$ cat src/rtl/id_bus_arbiter.sv
`default_nettype none
// ============================================================================
// Module   : id_bus_arbiter
// Purpose  : Round-robin arbiter that shares one native-bus slave port among
//            N_M masters. It allows a single outstanding transaction, returns
//            slave read data only to the master that owns the bus, and aborts
//            a hung access with a timeout error.
// Ports    : clk, rst (async, active-low)
//            m_valid/m_address/m_wdata/m_wstrb : per-master request lanes
//            m_rdata/m_ready                   : per-master completion lanes
//            s_valid/s_address/s_wdata/s_wstrb : slave request
//            s_rdata/s_ready                   : slave response
//            grant       : one-hot current owner (0 in IDLE)
//            timeout_err : one-cycle pulse on an aborted transaction
// Revision : 1.0 - initial release
// ============================================================================
module id_bus_arbiter #(
    parameter int N_M     = 2,
    parameter int DATA_W  = 32,
    parameter int ADDR_W  = 1,
    parameter int STRB_W  = 1,
    parameter int TIMEOUT = 16
) (
    input  logic                  clk,
    input  logic                  rst,
    input  logic [N_M-1:0]        m_valid,
    input  logic [N_M*ADDR_W-1:0] m_address,
    input  logic [N_M*DATA_W-1:0] m_wdata,
    input  logic [N_M*STRB_W-1:0] m_wstrb,
    output logic [N_M*DATA_W-1:0] m_rdata,
    output logic [N_M-1:0]        m_ready,
    output logic                  s_valid,
    output logic [ADDR_W-1:0]     s_address,
    output logic [DATA_W-1:0]     s_wdata,
    output logic [STRB_W-1:0]     s_wstrb,
    input  logic [DATA_W-1:0]     s_rdata,
    input  logic                  s_ready,
    output logic [N_M-1:0]        grant,
    output logic                  timeout_err
);

    localparam int c_idx_w = (N_M > 1) ? $clog2(N_M) : 1;
    // One extra bit so ptr + k (k up to N_M) never overflows before the wrap.
    localparam int c_sum_w = c_idx_w + 1;

    typedef enum logic [1:0] {
        IDLE  = 2'd0,
        ISSUE = 2'd1,
        DONE  = 2'd2
    } state_t;

    state_t               r_state;
    state_t               w_state_nxt;
    logic [c_idx_w-1:0]   r_ptr;
    logic [c_idx_w-1:0]   r_owner;
    logic [7:0]           r_cnt;
    logic [DATA_W-1:0]    r_rdata;
    logic                 r_err;
    logic [c_idx_w-1:0]   w_pick;
    logic                 w_any;
    logic                 w_timeout;

    // Round-robin search starting just after the last owner. Iterating k
    // downwards lets the nearest requester (smallest k) win.
    always_comb begin
        logic [c_sum_w-1:0] sum;
        w_pick = r_ptr;
        w_any  = 1'b0;
        sum    = '0;
        for (int k = N_M; k >= 1; k--) begin
            sum = {1'b0, r_ptr} + c_sum_w'(k);
            if (sum >= c_sum_w'(N_M)) begin
                sum = sum - c_sum_w'(N_M);
            end
            for (int i = 0; i < N_M; i++) begin
                if (sum == c_sum_w'(i) && m_valid[i]) begin
                    w_pick = c_idx_w'(i);
                    w_any  = 1'b1;
                end
            end
        end
    end

    assign w_timeout = (TIMEOUT != 0) && (r_cnt == 8'(TIMEOUT - 1));

    // Next state and all outputs; everything is derived from registered
    // state so an asynchronous reset clears the outputs immediately.
    always_comb begin
        w_state_nxt = r_state;
        s_valid     = 1'b0;
        s_address   = '0;
        s_wdata     = '0;
        s_wstrb     = '0;
        m_ready     = '0;
        m_rdata     = '0;
        grant       = '0;
        timeout_err = 1'b0;
        case (r_state)
            IDLE: begin
                if (w_any) begin
                    w_state_nxt = ISSUE;
                end
            end
            ISSUE: begin
                s_valid = 1'b1;
                for (int i = 0; i < N_M; i++) begin
                    if (r_owner == c_idx_w'(i)) begin
                        s_address = m_address[i*ADDR_W +: ADDR_W];
                        s_wdata   = m_wdata[i*DATA_W +: DATA_W];
                        s_wstrb   = m_wstrb[i*STRB_W +: STRB_W];
                        grant[i]  = 1'b1;
                    end
                end
                if (s_ready || w_timeout) begin
                    w_state_nxt = DONE;
                end
            end
            DONE: begin
                timeout_err = r_err;
                for (int i = 0; i < N_M; i++) begin
                    if (r_owner == c_idx_w'(i)) begin
                        m_ready[i]                 = 1'b1;
                        m_rdata[i*DATA_W +: DATA_W] = r_rdata;
                        grant[i]                   = 1'b1;
                    end
                end
                w_state_nxt = IDLE;
            end
            default: begin
                w_state_nxt = IDLE;
            end
        endcase
    end

    always_ff @(posedge clk or negedge rst) begin
        if (!rst) begin
            r_state <= IDLE;
            r_ptr   <= c_idx_w'(N_M - 1);
            r_owner <= '0;
            r_cnt   <= '0;
            r_rdata <= '0;
            r_err   <= 1'b0;
        end else begin
            r_state <= w_state_nxt;
            case (r_state)
                IDLE: begin
                    if (w_any) begin
                        r_owner <= w_pick;
                        r_cnt   <= '0;
                    end
                end
                ISSUE: begin
                    if (r_cnt != 8'hFF) begin
                        r_cnt <= r_cnt + 8'd1;
                    end
                    // A completing slave takes precedence over an expiring timer.
                    if (s_ready) begin
                        r_rdata <= s_rdata;
                    end else if (w_timeout) begin
                        r_rdata <= '1;
                        r_err   <= 1'b1;
                    end
                end
                DONE: begin
                    r_ptr <= r_owner;
                    r_err <= 1'b0;
                end
                default: begin
                end
            endcase
        end
    end

endmodule
`default_nettype wire

$ cat config.mk
export PLATFORM = sky130hd
export DESIGN_NAME = id_bus_arbiter
export DESIGN_NICKNAME = d
export VERILOG_FILES = /design/src/rtl/id_bus_arbiter.sv
export SDC_FILE = /design/constraint.sdc
export NUM_CORES = 1
export LEC_CHECK = 0
export CAP_MARGIN = 20
export CORE_MARGIN = 4
export CORE_UTILIZATION = 36
export DETAILED_ROUTE_END_ITERATION = 12
export PLACE_DENSITY_LB_ADDON = 0.05
export SYNTH_ARGS = -nofsm -noshare
export SYNTH_HDL_FRONTEND = slang
export SYNTH_SLANG_ARGS = --single-unit
$ cat constraint.sdc
create_clock -name clk -period 2.1 [get_ports clk]
set_input_delay 0.21 -clock clk [delete_from_list [all_inputs] [get_ports clk]]
set_output_delay 0.21 -clock clk [all_outputs]
set_load 0.01 [all_outputs]
Yosys cells after proc, flatten, opt, wreduce, memory -nomap -nowiden
Index checks and enable logic that the tools add are counted.
- bits in registers: 45
- input bits: 105
- output and inout port bits: 104
- word-level logic and storage cells: 77
- add/sub/neg operators: 5
- $lt $le $gt $ge: 2
- eq/ne operators: 11
- mux-type cells: 36
- reduce and logical (&&, ||, !) cells: 17
- operators with widths (kind ; number):
    $mux 32 ; 6
    $mux 64 ; 1
    $mux 1 ; 18
    $mux 8 ; 2
    $pmux 8 s2 ; 1
    $mux 2 ; 6
    $ne 2x2->1 const B ; 5
    $add 8x1->8 const B ; 1
    $eq 8x4->1 const B ; 1
    $ne 8x8->1 const B ; 1
    $eq 2x1->1 const B ; 3
    $logic_not 2->1 ; 3
    $reduce_and 2->1 ; 3
    $reduce_and 3->1 ; 2
    $reduce_bool 2->1 ; 3
    $ge 2x2->1 const B ; 2
    $logic_and 1x1->1 ; 4
    $pmux 2 s2 ; 1
    $sub 2x2->2 const B ; 2
    $add 1x1->2 const B ; 1
    $add 1x2->2 const B ; 1
    $eq 2x2->1 const B ; 1
    $pmux 1 s2 ; 1
    $reduce_or 2->1 ; 1
    $logic_or 1x1->1 ; 1

Longest topological paths before layout
Gate-level depths: netlist (run 1).
- depth in word-level cells: 11
- mapped depth: 8
- depth with buffers taken out: 6

Worst setup path before layout (run 1)
No wires, ideal clock.
- path type: register to output
- start point: register r_state[1]
- end point: output port s_wdata[10]
- arrival time: 1590 ps
- data required time: 1890 ps
- slack: 300 ps
- stages on the path, launching flop included: 7
- path buffers: 3
- cell sequence: dfrtp_1 inv_1 ha_1 buf_2 clkbuf_1 clkbuf_1 nor2b_1
- cells in the longest elaborated chain, start to end: 2
- ends and longest elaborated chain (what ; RTL line ; text):
    from (decl) ; 52 ; state_t r_state;
    from (signal assigned) ; 144 ; r_state <= w_state_nxt;
    $eq 2x1->1 ; 98 ; case (r_state)
    $mux 32 ; 98 ;
    to (decl) ; 34 ; output logic [DATA_W-1:0] s_wdata,
Every way passes these cells.

Worst setup path after layout (run 1)
- start point: register r_state[1]
- end point: output port s_valid
- cells in the longest elaborated chain, start to end: 2
- ends and longest elaborated chain (what ; RTL line ; text):
    $eq 2x1->1 ; 98 ;
    $mux 1 ; 98 ;
    to (decl) ; 32 ; output logic s_valid,
Every way passes these cells.

==> impl_summary.md, run 1 <==
Synthesis
The number of cells produced by synthesis is 313. For this run, the leading register cell type out of synthesis is sky130_fd_sc_hd__dfrtp_1. The share of synthesized flip-flops with an asynchronous set or reset is 100%.

Of the synthesized area, sequential elements account for 37.4%. Synthesis instantiated 36 different standard cells from the library. The net count after synthesis is 423. The Yosys step of the flow raised 0 warnings.

In this run the biggest area consumer among cell types represents 36.5% of the synthesized area. By area the synthesized netlist is led by sky130_fd_sc_hd__dfrtp_1 37%, sky130_fd_sc_hd__mux2i_1 11%, sky130_fd_sc_hd__o22a_1 9.3%. After synthesis the netlist holds a flip-flop and latch count of 45. The netlist area before placement is 3010 um^2. The dominant cell type by area after synthesis is sky130_fd_sc_hd__dfrtp_1.

In this run, synthesis inferred 0 flip-flops with an integrated enable. Each instance of the synthesized netlist takes up on average 9.63 um^2.

Place
Once placement finished, the instance area stood at 5210 um^2. Routability-driven placement finished with a final weighted congestion of 0.793. Before CTS, the worst setup slack after placement is 0.128 ns. After legalization and detailed placement, the total HPWL measured 8.44 mm. The number of buffer cells added on primary ports is 208.

Setup path
Data arrives at the worst endpoint at 1.82 ns. The logic depth of the worst register-to-register path is 7. Data on the critical path is required at its endpoint by 1.89 ns. The start of the worst register-to-register path is r_state[1]. The kind of launch point of the worst setup path is a flip-flop. The worst flop-to-flop path endpoint is r_cnt[2].

The worst setup path is of the reg -> out kind. The endpoint of the most critical setup path is s_valid. STA classifies the critical path endpoint as a primary output.

The largest fanout of any net on the critical path is 6. The beginning of the critical path is r_state[1]. Setup slack on the worst reg-to-reg path comes out at 0.22 ns.

Finish
The proportion of layout cells with a drive suffix above 1 is 8.08%. The multi-input combinational cells in the finished layout cover a total of 1750 um^2. Cells fill 67.0% of the core in the end. The post-route cell area is 5480 um^2.

Counting the fill cells in the layout gives 697. Compared with the post-synthesis result, the final layout area differs by 81.7%. The final net count is 629. Summing all flip-flop and latch instances after layout gives 1130 um^2. The antenna cell count is 0.

STA
The transition at the pin with the smallest max-transition slack is 0.490 ns. The top achievable clock speed is 0.491 GHz. The count of pins over their slew limit is 0.

The worst path uses 96.9% of the clock period. The worst clock skew is 0.00556 ns. The final count of hold timing violations came to 0. The sum of negative setup slack is 0 ns.

The number of setup violations in the final report is 0. The relative slew slack is 67.3%. The clock period could shrink to 2.03 ns. The worst setup slack after layout is 0.0651 ns.

Clocking
In this run, CTS created clock tree buffers numbering 5. The root buffer cell chosen for the clock tree is sky130_fd_sc_hd__clkbuf_8. The clock-pin slew on the worst setup and hold paths is 0.09 ns. The number of buffers between clock root and the deepest sink is 2.

The clock net in this run drives a total of 45 sinks. The clock tree synthesis step divided the H-tree into 2 levels. The CTS tree is done. For the worst-skew pair, the clock arrives at the later sink with an insertion delay of 0.30 ns.

Global route
The wire length of the first global-routing pass is 16.6 mm. The number of antenna violations at the first check in global routing is 0. The overall routing resource usage is 20.8%. The sum of overflow across all layers after global routing is 0. The number of global-route vias before repair is 3081.

The maximum number of pins on one net before global-route repair is 46.

Floorplanning
During I/O placement, the number of pins put on the boundary was 209. The die boundary width is 99.5 um. After floorplanning, the core was divided into 33 placement rows. The placeable core region is 8180 um^2. The vertical die dimension is 99.5 um. The initial utilization of the core area, before any placement, comes to 36.9%. The die outline area is 9900 um^2.

Status
The flow ran to the end, and the final reports show no timing, DRC or antenna violations.

Power
The largest voltage drop on the vdd net is 669 uV. The static power due to leakage is 2.97 nW. For this design the ratio of total power to cell area is 1090 nW/um^2.

The total power consumption of the routed design is 5.96 mW.

Flow run
The number of maximum-capacitance constraint violations is 0.

Drt
The first-pass detailed-route iteration total is 4. The number of vias per cell after detailed routing is 4.94. The total wire length is 11.1 mm.

The number of violations reported at the end of detailed-routing iteration 0 is 63. In the routed design, unresolved DRC markers number 0. The final routed wire length divided by cell count is 17.8 um. The remaining antenna violation count after routing is 0. Summing over every cut layer, the via total after detailed routing is 3089.

Hold path
The min-delay analysis places its worst path in the category in -> async.
==> worst max-delay path, cell delays in order (launching register included) <==
cell,delay [ns]
sky130_fd_sc_hd__dfrtp_1,0.42
sky130_fd_sc_hd__inv_2,0.12
sky130_fd_sc_hd__ha_4,0.18
sky130_fd_sc_hd__buf_4,0.13
sky130_fd_sc_hd__buf_4,0.14
sky130_fd_sc_hd__clkdlybuf4s50_1,0.54
==> placed cells by master, fill, tap and decap left out, types with 3 or more instances in the layout <==
master / synthesis / routed
sky130_fd_sc_hd__clkdlybuf4s50_1: 0 / 138
sky130_fd_sc_hd__dfrtp_1: 44 / 43
sky130_fd_sc_hd__and2_1: 35 / 35
sky130_fd_sc_hd__nor2b_1: 36 / 35
sky130_fd_sc_hd__and3_1: 35 / 35
sky130_fd_sc_hd__dlymetal6s2s_1: 0 / 35
sky130_fd_sc_hd__mux2i_1: 34 / 34
sky130_fd_sc_hd__o22a_1: 32 / 32
sky130_fd_sc_hd__dlygate4sd2_1: 0 / 31
sky130_fd_sc_hd__nand2_1: 19 / 19
sky130_fd_sc_hd__buf_4: 0 / 11
sky130_fd_sc_hd__nand3_1: 8 / 8
sky130_fd_sc_hd__clkbuf_8: 0 / 5
sky130_fd_sc_hd__o21ai_0: 4 / 4
sky130_fd_sc_hd__buf_12: 0 / 4
sky130_fd_sc_hd__ha_1: 5 / 3
sky130_fd_sc_hd__clkdlybuf4s15_1: 0 / 3
sky130_fd_sc_hd__buf_6: 1 / 3
==> flip-flops by register name, indices dropped and copies added (netlist names) <==
| signal | flops |
|---|---|
| r_owner | 1 |
| r_ptr | 1 |
| r_err | 1 |
| r_state | 2 |
| r_rdata | 32 |
| r_cnt | 8 |
==> through the flow <==
step	hold WS (ns)	instances
6_report	0.405	625
5_1_grt	0.430	625
4_1_cts	0.411	620
3_5_place_dp	0.201	610
3_3_place_gp	0.198	610
2_1_floorplan	-0.0856	313
==> repair_timing <==
action	4_1_cts	5_1_grt
gates resized for setup	40	47
pin swaps	0	1
setup buffers	1	4
gates cloned	0	1
hold endpoints to repair	17	0
hold buffers	1	0
endpoints found under the setup margin	100	69
==> metal layers <==
| metal | track usage (%) | routed length (um) |
|---|---|---|
| met1 | 26.0 | 4640 |
| met5 | 0 | 0 |
| met4 | 5.36 | 250 |
| met3 | 5.19 | 649 |
| met2 | 36.0 | 5570 |
==> cells in the mapped netlist (all sizes together) (2+ instances only) <==
cell,instances
and3,35
nor3b,2
mux2i,34
dfrtp,44
a21oi,2
ha,5
nand3,8
mux2,2
or4b,2
clkbuf,20
nand4,2
inv,3
and2,35
o211ai,3
buf,10
o221ai,2
o22a,32
nor2b,37
nand3b,2
o21ai,4
nand2,19
==> logic make-up (layout without fill, tap and decap cells) <==
logic type / after synthesis / in the layout / synth area share, %
simple gates: 148 / 148 / 30.0
buf+inv: 33 / 240 / 5.73
mux: 36 / 36 / 12.0
fa+ha+maj: 5 / 5 / 2.08
compound gates: 46 / 46 / 12.8
flops: 45 / 45 / 37.4
==> cell type report <==
type	instances	area share, %
Multi-Input combinational cell	235	31.9
Tap cell	105	2.40
Timing Repair Buffer	229	43.3
Inverter	3	0.206
Clock inverter	2	0.274
Sequential cell	45	20.6
Clock buffer	6	1.32
==> power breakdown <==
part | internal (mW) | total [mW] | switching, mW
Sequential | 1.25 | 1.54 | 0.293
Combinational | 2.16 | 3.89 | 1.73
Clock | 0.235 | 0.532 | 0.297
==> how the worst min path moves through the flow <==
stage,to,depth (start not counted),slack (ns),start
global placement,r_rdata[24],1,0.20,rst
floorplan,r_cnt[0],0,-0.09,rst
global route,r_rdata[24],2,0.43,rst
detailed placement,r_rdata[24],1,0.20,rst
finish,r_rdata[11],2,0.40,rst
CTS,r_rdata[1],2,0.41,rst
(Power assumes the default switching activity.)
==> inputs of run 2 (changes only) <==
--- a/config.mk
+++ b/config.mk
@@ -8,6 +8,7 @@
 export CAP_MARGIN = 20
 export CORE_MARGIN = 4
 export CORE_UTILIZATION = 36
+export CTS_CLUSTER_DIAMETER = 150
 export DETAILED_ROUTE_END_ITERATION = 12
 export PLACE_DENSITY_LB_ADDON = 0.05
 export SYNTH_ARGS = -nofsm -noshare
==> results of run 2 <==
Same layout as run 1: the final DEF is identical, and so are final timing and power.
==> inputs of run 3 (changes only) <==
--- a/config.mk
+++ b/config.mk
@@ -11,6 +11,7 @@
 export CTS_CLUSTER_DIAMETER = 150
 export DETAILED_ROUTE_END_ITERATION = 12
 export PLACE_DENSITY_LB_ADDON = 0.05
+export SKIP_LAST_GASP = 1
 export SYNTH_ARGS = -nofsm -noshare
 export SYNTH_HDL_FRONTEND = slang
 export SYNTH_SLANG_ARGS = --single-unit
==> run 3 against run 2 <==
Net effect: the run now ends with setup timing left; via count up 0.65%; worst setup slack got worse by 0.072 ns; sequential power barely moved; sequential cell count did not move; critical path depth stayed put; core utilization up 0.72 points; global-route usage unchanged; non-clock buffer count grew 1.
==> impl_summary.md, run 3 (synthesis results as in run 1) <==
Power
Of the total power, the clock network draws 8.8%. The register share of total power is 25.7%. The static power due to leakage is 3.13 nW. The largest voltage drop on the vdd net is 683 uV. In this run, the combinational gates consume 65.5% of the power. Power spread over the standard cell area amounts to 1090 nW/um^2. The total power consumption of the routed design is 6.02 mW. Net switching is 38.9% of the power.

Cell internal power was estimated by the tool at 3.68 mW. In this run the power spent charging and discharging nets is 2.34 mW.

Clocking
The clock net in this run drives a total of 45 sinks. The total CTS buffers is 5. The clock-pin slew on the worst setup and hold paths is 0.09 ns. Clock tree synthesis selected as its root buffer the cell sky130_fd_sc_hd__clkbuf_8. The later pin in the worst-skew pair is clocked with a latency of 0.29 ns.

In this run the number of H-tree levels came out at 2. The number of buffers between clock root and the deepest sink is 2. TritonCTS built the clock tree.

STA
Setup repair after global routing could not meet its margin everywhere. The final critical-path share of the clock period is 100%. Setup violations remaining at the end of the flow were counted as 1. The final count of hold timing violations is 0. Across the routed clock network, the largest skew measured is 0.00621 ns. The worst hold slack is 0.404 ns.

For the pin with the worst max-slew slack, the measured transition is 0.487 ns. Static timing analysis puts the maximum clock frequency at 0.475 GHz. The minimum clock period is 2.11 ns. After layout, the worst setup slack is -0.00735 ns. The sum of negative setup slack is -0.00735 ns. The count of pins over their slew limit is 0. The relative slew slack is 67.5%.

Global route
The first global-routing pass estimated 16.6 mm of wire. The number of antenna violations at the first check in global routing is 0. Entering global routing, the biggest net connects 46 pins. The number of global-route vias before repair is 3081. The overall routing resource usage is 20.8%. The sum of overflow across all layers after global routing is 0.

Floorplanning
The die outline area is 9900 um^2. The cell row count is 33. The initial core utilization is 36.9%. For this design the top-level I/O count stands at 209.

The vertical die dimension is 99.5 um. The core region is 8180 um^2. The die boundary width is 99.5 um.

Place
In this run the cell area measured after placement is 5210 um^2. Once detailed placement completed, the half-perimeter wirelength came to 8.44 mm. Port buffering added 208 buffers. At the end of routability-driven placement, the weighted congestion stood at 0.793.

Drt
The met3 wire length is 674 um. The highest metal layer with signal wires is met4. The total wire length is 11.3 mm. The met1 wire length is 4.77 mm. After the first detailed-routing iteration, the DRC count stood at 63. The count of unresolved DRC violations after routing is 0. The detail route stage leaves a number of antenna-violating nets equal to 0. The routed design uses 5.65 mm of met2 wire. Dividing the detail-routed via count by the number of cells gives 4.97. The final routed wire length divided by cell count is 18.1 um. The via total after detailed routing is 3109. For this run, the detailed router's first-pass iteration total came to 4.

Finish
Once layout is done, the placed cells without fillers occupy 5540 um^2. The post-route netlist has 8.25% of its cells at a drive strength greater than 1. The final net count is 630. The most common cell after layout, fill and taps aside is sky130_fd_sc_hd__clkdlybuf4s50_1. From synthesis to final layout, the design area changed by 83.7%. The antenna cell count is 0. The largest registers in the layout are r_rdata: 32 flops, r_cnt: 8 flops, r_state: 2 flops. The largest register by flop count is r_rdata. In the layout the commonest cells are 141 x sky130_fd_sc_hd__clkdlybuf4s50_1, 46 x sky130_fd_sc_hd__dlymetal6s2s_1, 43 x sky130_fd_sc_hd__dfrtp_1. Once layout is complete, the utilization of the core stands at 67.7%. The number of flip-flops under the largest register name is 32.

Hold path
The type of the worst min-delay path is in -> async.

Setup path
The arrival time at the worst endpoint is 1.90 ns. The kind of critical path is reg -> out. The data required time of the critical path is 1.89 ns. The worst setup path is captured at a primary output.

The largest fanout of any net on the critical path is 23. The kind of launch point of the worst setup path is a flip-flop.

Status
The flow ran to the end, but the final reports show violations. The checks that failed: setup timing.

Flow run
Across the run, the number of max-cap violations was 0.
==> run 3: cell types whose count changed in the layout (fill, tap and decap cells not counted), sizes merged <==
cell | previous run | this run
buf | 20 | 21
clkdlybuf4s15 | 3 | 0
clkdlybuf4s50 | 138 | 141
dlygate4sd2 | 31 | 20
dlymetal6s2s | 35 | 46
==> run 3: path summary, 6_finish.rpt <==
| kind | start | to | depth (start not counted) | slack, ns |
|---|---|---|---|---|
| worst min register to register | r_rdata[19] | r_rdata[19] | 1 | 0.51 |
| max in group asynchronous | rst | r_cnt[7] | 3 | 1.19 |
| worst min-delay path | rst | r_rdata[11] | 2 | 0.40 |
| worst max register to register | r_state[0] | r_cnt[2] | 8 | 0.23 |
| min in group clk | r_rdata[19] | r_rdata[19] | 1 | 0.51 |
| worst max-delay path | r_state[1] | s_wdata[3] | 5 | -0.007 |
==> run 3: per-layer routing <==
layer,track usage [%],vias up
met4,5.36,0
li1,-,1518
met5,0,-
met2,36.0,112
met1,26.0,1461
met3,5.19,18
==> run 3: stage by stage <==
stage | cells | worst slack (ns)
finish | 626 | -0.00735
detailed placement | 610 | 0.128
global placement | 610 | 0.185
global route | 626 | -0.100
CTS | 620 | -0.144
floorplan | 313 | 0.300
==> run 3: timing repair <==
action	4_1_cts	5_1_grt
hold endpoints to repair	17	0
endpoints found under the setup margin	100	83
gates cloned	0	2
hold buffers	1	0
setup buffers	1	4
resized for setup	26	55
==> run 3: layout make-up <==
class | instances | area, um^2
flip-flops and latches | 45 | 1130
inverters | 3 | 11.3
multi-input cells | 235 | 1750
clock inverters | 2 | 15.0
clock buffers | 6 | 72.6
fillers | 680 | 2640
well taps | 105 | 131
repair buffers | 230 | 2430
==> run 3: critical path, stage by stage, from the launching register on <==
cell	delay, ns
sky130_fd_sc_hd__dfrtp_1	0.42
sky130_fd_sc_hd__inv_2	0.11
sky130_fd_sc_hd__ha_4	0.19
sky130_fd_sc_hd__buf_12	0.15
sky130_fd_sc_hd__nor2b_1	0.16
sky130_fd_sc_hd__clkdlybuf4s50_1	0.57
==> run 3: power groups by stage <==
stage / Clock (mW) / Sequential, mW / Combinational [mW]
global placement: 0 / 1.53 / 3.78
global route: 0.577 / 1.59 / 4.26
floorplan: 0 / 1.43 / 2.10
CTS: 0.553 / 1.53 / 3.84
finish: 0.530 / 1.54 / 3.94
detailed placement: 0 / 1.55 / 3.86
